<file path="config.mk">
export PLATFORM = sky130hd
export DESIGN_NAME = x_host
export DESIGN_NICKNAME = d
export VERILOG_FILES = /design/src/rtl/x_host_pkg.sv /design/src/rtl/x_host.sv
export SDC_FILE = /design/constraint.sdc
export NUM_CORES = 1
export LEC_CHECK = 0
export ABC_CLOCK_PERIOD_IN_PS = 4300
export CORE_ASPECT_RATIO = 1.75
export CORE_MARGIN = 1.5
export CORE_UTILIZATION = 54
export CTS_CLUSTER_DIAMETER = 40
export DETAILED_ROUTE_END_ITERATION = 8
export PLACE_DENSITY = 0.86
export SYNTH_ARGS = -nofsm -noshare
export SYNTH_HDL_FRONTEND = slang
export SYNTH_SLANG_ARGS = --single-unit
</file>
<file path="constraint.sdc">
create_clock -name i_clk -period 4.3 [get_ports i_clk]
set_input_delay 0.86 -clock i_clk [delete_from_list [all_inputs] [get_ports i_clk]]
set_output_delay 0.86 -clock i_clk [all_outputs]
set_load 0.1 [all_outputs]
</file>
<file path="src/rtl/x_host_pkg.sv">
// Shared definitions for the x_host driver sequencer: driver opcodes,
// host request operations, FSM states and the command byte helpers.
package x_host_pkg;

    localparam logic [3:0] CMD_LOAD   = 4'h0;
    localparam logic [3:0] CMD_UNLOAD = 4'h1;
    localparam logic [3:0] CMD_SAMPLE = 4'h2;
    localparam logic [3:0] CMD_EDGE   = 4'h3;

    typedef enum logic [1:0] {
        OP_WRITE  = 2'd0,
        OP_READ   = 2'd1,
        OP_SAMPLE = 2'd2,
        OP_EDGE   = 2'd3
    } req_op_e;

    typedef enum logic [2:0] {
        ST_IDLE,
        ST_LOAD,
        ST_SETTLE,
        ST_UNLOAD,
        ST_WAIT,
        ST_DONE
    } state_e;

    localparam logic [2:0] LAST_NIBBLE = 3'd7;
    localparam logic [1:0] LAST_BYTE   = 2'd3;
    localparam logic [2:0] LAST_SETTLE = 3'd1;

    // Nibble idx of a write word, most significant nibble first.
    function automatic logic [3:0] write_nibble(input logic [31:0] word, input logic [2:0] idx);
        return word[{3'd7 - idx, 2'b00} +: 4];
    endfunction

    function automatic logic [7:0] cmd_byte(input logic [3:0] payload, input logic [3:0] opcode);
        return {payload, opcode};
    endfunction

endpackage

</file>
<file path="src/rtl/x_host.sv">
// Host-request sequencer: turns WRITE/READ/SAMPLE/EDGE requests into driver
// command bytes and assembles the driver's return bytes into a response word.
module x_host
    import x_host_pkg::*;
#(
    parameter int TIMEOUT = 255
) (
    input  logic        i_clk,
    input  logic        i_rst_n,
    input  logic        i_req_valid,
    output logic        o_req_ready,
    input  logic [1:0]  i_req_op,
    input  logic [31:0] i_req_data,
    output logic        o_rsp_valid,
    output logic [31:0] o_rsp_data,
    output logic        o_rsp_err,
    output logic        o_cmd_valid,
    output logic [7:0]  o_cmd_data,
    input  logic        i_drv_valid,
    input  logic [7:0]  i_drv_data,
    output logic        o_drv_accept
);

    localparam int              TMO_W    = $clog2(TIMEOUT + 1);
    localparam logic [TMO_W-1:0] TMO_LAST = TMO_W'(TIMEOUT - 1);

    state_e            state_q,      state_d;
    req_op_e           op_q,         op_d;
    logic [31:0]       data_q,       data_d;
    logic [2:0]        nib_cnt_q,    nib_cnt_d;
    logic [1:0]        byte_cnt_q,   byte_cnt_d;
    logic [TMO_W-1:0]  tmo_cnt_q,    tmo_cnt_d;
    logic              req_ready_q,  req_ready_d;
    logic              rsp_valid_q,  rsp_valid_d;
    logic [31:0]       rsp_data_q,   rsp_data_d;
    logic              rsp_err_q,    rsp_err_d;
    logic              cmd_valid_q,  cmd_valid_d;
    logic [7:0]        cmd_data_q,   cmd_data_d;

    logic drv_take;

    // The driver byte is accepted in the very cycle it is offered while waiting.
    assign drv_take = (state_q == ST_WAIT) && i_drv_valid;

    always_comb begin
        // NOTE: every _d gets a default first so no path through the case
        // can leave a signal unassigned and infer a latch.
        state_d     = state_q;
        op_d        = op_q;
        data_d      = data_q;
        nib_cnt_d   = nib_cnt_q;
        byte_cnt_d  = byte_cnt_q;
        tmo_cnt_d   = tmo_cnt_q;
        req_ready_d = req_ready_q;
        rsp_valid_d = 1'b0;
        rsp_data_d  = rsp_data_q;
        rsp_err_d   = rsp_err_q;
        cmd_valid_d = 1'b0;
        cmd_data_d  = 8'h00;

        case (state_q)
            ST_IDLE: begin
                if (i_req_valid && req_ready_q) begin
                    op_d        = req_op_e'(i_req_op);
                    data_d      = i_req_data;
                    nib_cnt_d   = '0;
                    byte_cnt_d  = '0;
                    req_ready_d = 1'b0;
                    rsp_data_d  = '0;
                    rsp_err_d   = 1'b0;
                    cmd_valid_d = 1'b1;
                    case (req_op_e'(i_req_op))
                        OP_WRITE: begin
                            state_d    = ST_LOAD;
                            cmd_data_d = cmd_byte(write_nibble(i_req_data, 3'd0), CMD_LOAD);
                        end
                        OP_READ: begin
                            state_d    = ST_UNLOAD;
                            cmd_data_d = cmd_byte(4'h0, CMD_UNLOAD);
                        end
                        OP_SAMPLE: begin
                            state_d    = ST_UNLOAD;
                            cmd_data_d = cmd_byte(4'h0, CMD_SAMPLE);
                        end
                        default: begin
                            state_d    = ST_UNLOAD;
                            cmd_data_d = cmd_byte(4'h0, CMD_EDGE);
                        end
                    endcase
                end
            end

            ST_LOAD: begin
                if (nib_cnt_q == LAST_NIBBLE) begin
                    state_d     = ST_DONE;
                    rsp_valid_d = 1'b1;
                end else begin
                    nib_cnt_d   = nib_cnt_q + 3'd1;
                    cmd_valid_d = 1'b1;
                    cmd_data_d  = cmd_byte(write_nibble(data_q, nib_cnt_q + 3'd1), CMD_LOAD);
                end
            end

            // The byte on the wire tells which single-byte command just went out.
            ST_UNLOAD: begin
                if (cmd_data_q[3:0] == CMD_SAMPLE) begin
                    state_d   = ST_SETTLE;
                    nib_cnt_d = '0;
                end else begin
                    state_d   = ST_WAIT;
                    tmo_cnt_d = '0;
                end
            end

            // The nibble counter is idle during SAMPLE, so it times the settle gap.
            ST_SETTLE: begin
                if (nib_cnt_q == LAST_SETTLE) begin
                    state_d     = ST_UNLOAD;
                    cmd_valid_d = 1'b1;
                    cmd_data_d  = cmd_byte(4'h0, CMD_UNLOAD);
                end else begin
                    nib_cnt_d = nib_cnt_q + 3'd1;
                end
            end

            ST_WAIT: begin
                if (drv_take) begin
                    if (op_q == OP_EDGE) begin
                        state_d     = ST_DONE;
                        rsp_valid_d = 1'b1;
                        rsp_data_d  = {27'b0, i_drv_data[4:0]};
                    end else begin
                        rsp_data_d = {rsp_data_q[23:0], i_drv_data};
                        if (byte_cnt_q == LAST_BYTE) begin
                            state_d     = ST_DONE;
                            rsp_valid_d = 1'b1;
                        end else begin
                            byte_cnt_d  = byte_cnt_q + 2'd1;
                            state_d     = ST_UNLOAD;
                            cmd_valid_d = 1'b1;
                            cmd_data_d  = cmd_byte(4'h0, CMD_UNLOAD);
                        end
                    end
                end else if (tmo_cnt_q == TMO_LAST) begin
                    // Silent driver: give up on the remaining bytes.
                    state_d     = ST_DONE;
                    rsp_valid_d = 1'b1;
                    rsp_data_d  = '0;
                    rsp_err_d   = 1'b1;
                end else begin
                    tmo_cnt_d = tmo_cnt_q + 1'b1;
                end
            end

            ST_DONE: begin
                state_d     = ST_IDLE;
                req_ready_d = 1'b1;
            end

            default: begin
                state_d     = ST_IDLE;
                req_ready_d = 1'b1;
            end
        endcase
    end

    // NOTE: sequential state uses non-blocking assignments only, so every flop
    // samples the _d values computed from the previous cycle's state.
    always_ff @(posedge i_clk or negedge i_rst_n) begin
        if (!i_rst_n) begin
            state_q     <= ST_IDLE;
            op_q        <= OP_WRITE;
            data_q      <= '0;
            nib_cnt_q   <= '0;
            byte_cnt_q  <= '0;
            tmo_cnt_q   <= '0;
            req_ready_q <= 1'b1;
            rsp_valid_q <= 1'b0;
            rsp_data_q  <= '0;
            rsp_err_q   <= 1'b0;
            cmd_valid_q <= 1'b0;
            cmd_data_q  <= '0;
        end else begin
            state_q     <= state_d;
            op_q        <= op_d;
            data_q      <= data_d;
            nib_cnt_q   <= nib_cnt_d;
            byte_cnt_q  <= byte_cnt_d;
            tmo_cnt_q   <= tmo_cnt_d;
            req_ready_q <= req_ready_d;
            rsp_valid_q <= rsp_valid_d;
            rsp_data_q  <= rsp_data_d;
            rsp_err_q   <= rsp_err_d;
            cmd_valid_q <= cmd_valid_d;
            cmd_data_q  <= cmd_data_d;
        end
    end

    assign o_req_ready  = req_ready_q;
    assign o_rsp_valid  = rsp_valid_q;
    assign o_rsp_data   = rsp_data_q;
    assign o_rsp_err    = rsp_err_q;
    assign o_cmd_valid  = cmd_valid_q;
    assign o_cmd_data   = cmd_data_q;
    assign o_drv_accept = drv_take;

endmodule

</file>
==> run_results.csv <==
group,metric,value,unit
layout,ff_latch_area,2300,um2
run,maxCapViolations,0,
logic_synthesis,synth_area_leaders,"dfrtp_1 (56%), nand2_1 (10%), a22o_1 (6.9%)",
route,dr.pass1.iters,4,
logic_synthesis,yosys.area.top_type_share,55.7,%
global_route,antenna_found_initial,0,
power,powerDensity,658,nW/um2
global_route,grt_overflow,0,
logic_synthesis,synth_edf_count,0,
placement,dp_hpwl,6360,um
sta,setup_violations,0,
sta,hold_slack,0.468,ns
floorplan,core,7280,um2
route,antenna_left,0,
sta,timing.final.hold_violations,0,
logic_synthesis,synth_area,4090,um2
placement,port-buffer-count,88,
logic_synthesis,yosys.area_share.simple,17.7,%
critical_path,startpoint_type,"input port",
logic_synthesis,yosysWarnings,0,
route,wire_per_inst,17.0,um
logic_synthesis,synth.avg_cell_area,10.8,um2
sta,worst_pin_slew,1.12,ns
global_route,grt_max_degree,93,
clock_tree,root_buffer,"clkbuf_16",
global_route,grt_pass1_vias,3317,
clock_tree,clock-sinks,92,
clock_tree,cts.repair.resized,0,
clock_tree,cts_tree,"built",
layout,nets,513,
logic_synthesis,ys_ff_latch,92,
sta,finalClockSkew,0.00406,ns
clock_tree,clockBufferDepth,2,
sta,rsz0062_at_grt,"false",
route,finalWirelength,9390,um
layout,design_area,5360,um2
logic_synthesis,yosysTopAreaCell,"dfrtp_1",
clock_tree,cts_setup_buffers,0,
placement,gp_congestion,0.880,
clock_tree,cts_buffers,9,
sta,max_freq,331,MHz
logic_synthesis,synth_top_family_by_area,"simple AND/OR/NAND/NOR gates",
route,route.detailed.drc,0,
floorplan,ios,91,
placement,placed_area,5000,um2
sta,slew_violations,0,
logic_synthesis,ys_types,47,
logic_synthesis,synth_fa_ha_area_share,1.84,%
floorplan,die-area,8120,um2
global_route,grt_use_total,25.5,%
critical_path,cp_max_fo,9,
layout,diodes,0,
clock_tree,htreeDepth,3,
logic_synthesis,synth_ff_type,"dfrtp_1",
clock_tree,clkTransAtPathRegs,0.06,ns
critical_path,critPathRequiredTime,3.44,ns
sta,maxSlewHeadroom,25.1,%
sta,finalCritPeriodShare,70.3,%
min_path,min_path_type,"reg -> reg",
floorplan,die_w,68.8,um
floorplan,die_y,118,um
route,vias_per_cell,5.87,
logic_synthesis,seq_area_frac_synth,56.3,%
logic_synthesis,synth_compound_area_share,13.5,%
critical_path,arrival,2.16,ns
layout,fillerInstances,526,
run_status,status,"complete, no violations",
clock_tree,holdBufCountCts,0,
route,drtIter0Drc,243,
layout,final_layout_size_suffix_gt1_share,8.80,%
clock_tree,insertion_delay,0.34,ns
floorplan,rows,41,
floorplan,start_util,56.1,%
logic_synthesis,synthXorXnorAreaFrac,0.214,%
layout,area_delta_synth_final,31.2,%
power,p_leak,2.49,nW
global_route,grt_pass1_wl,15600,um
critical_path,crit_type,"in -> out",
critical_path,end_kind,"output pin",
sta,period_needed,3.02,ns
logic_synthesis,syn_inst,379,
layout,multiInputGateArea,1660,um2
sta,fin_setup_tns,0,ns
logic_synthesis,synthMuxAreaShare,6.67,%
power,ir_drop,0.557,mV
logic_synthesis,synthArstFlopShare,100,%
route,vias,3239,
logic make-up (layout without fill, tap and decap cells):
| kind of cell | count (synthesis) | count (layout) |
|---|---|---|
| adder cells (fa/ha/maj) | 6 | 6 |
| flip-flops | 92 | 92 |
| buffers and inverters | 29 | 115 |
| other | 1 | 2 |
| AO/OA/AOI/OAI | 74 | 74 |
| AND/OR/NAND/NOR | 159 | 159 |
| multiplexers | 17 | 17 |
| XOR/XNOR | 1 | 1 |
cells in the mapped netlist, types with 4 or more instances:
cell         n
a22o_1      32
nand2b_1     5
o21ai_0      9
buf_4        5
mux2i_1      7
nand2_1    111
ha_1         6
nand3_1      8
buf_2        9
o2bb2ai_1    4
o31ai_1      5
a21oi_1     14
inv_1        6
clkbuf_1     7
dfrtp_1     91
nor2_1      11
mux4_2       8
state kept, by name (all words and copies together) (netlist names), 2 cells and up:
name and flops:
data_q 32, byte_cnt_q 2, o_rsp_data 32, tmo_cnt_q 8
o_cmd_data 6, state_q 3, op_q 2, nib_cnt_q 3
metrics by stage:
step / utilization (%) / std cells / setup slack [ns] / power [W]
finish: 73.6 / 552 / 1.28 / 0.00353
CTS: 73.6 / 552 / 1.29 / 0.00354
floorplan: - / 380 / 2.10 / 0.00225
detailed placement: 68.7 / 536 / 1.28 / 0.00259
global placement: 68.7 / 536 / 1.30 / 0.00255
global route: 73.6 / 552 / 1.27 / 0.00369
report_power, final:
group / switching [W] / internal, W
registers: 0.000222 / 0.00112
logic: 0.000799 / 0.000457
clock network: 0.000327 / 0.000601
total: 0.00135 / 0.00218
final timing paths:
check | startpoint | endpoint | slack [ns] | cells after the start
setup / recovery | i_drv_valid | o_drv_accept | 1.28 | 4
hold / removal | data_q[13] | data_q[13] | 0.47 | 2
setup reg to reg | nib_cnt_q[0] | nib_cnt_q[0] | 2.12 | 6
hold reg to reg | data_q[13] | data_q[13] | 0.47 | 2
max in group asynchronous | i_rst_n | data_q[11] | 2.86 | 1
min in group asynchronous | i_rst_n | data_q[20] | 0.72 | 1
layout make-up:
type | count | area share, %
Sequential cell | 92 | 42.9
Tap cell | 86 | 2.01
Multi-Input combinational cell | 259 | 30.9
Timing Repair Buffer | 93 | 17.0
Clock buffer | 11 | 4.71
Inverter | 6 | 0.420
Clock inverter | 5 | 1.98
critical path: stages:
cell and delay [ns]:
clkdlybuf4s50_1 0.58, and4bb_1 0.24, buf_4 0.17, buf_4 0.30
metal layers:
layer	routed length, um	vias up	global-route usage [%]
met4	355	0	14.3
met1	3550	1597	30.5
met3	436	25	4.88
met5	0	-	0
li1	-	1497	-
met2	5060	120	41.3
placed cells by master, fill, tap and decap left out, drive strengths merged, types with 3 or more instances in the layout:
cell and instances:
bufinv 3, ha 6, or4 3, a21oi 14, mux4 8, and2 3, clkdlybuf4s50 86, a22o 32
mux2i 7, nand2b 5, inv 7, buf 7, nand3 8, nand4 3, dfrtp 91, nand2 111
o21ai 9, o31ai 5, o2bb2ai 4, o211ai 3, nor2 11, clkbuf 11, nor3 3
(Power assumes the default switching activity.)
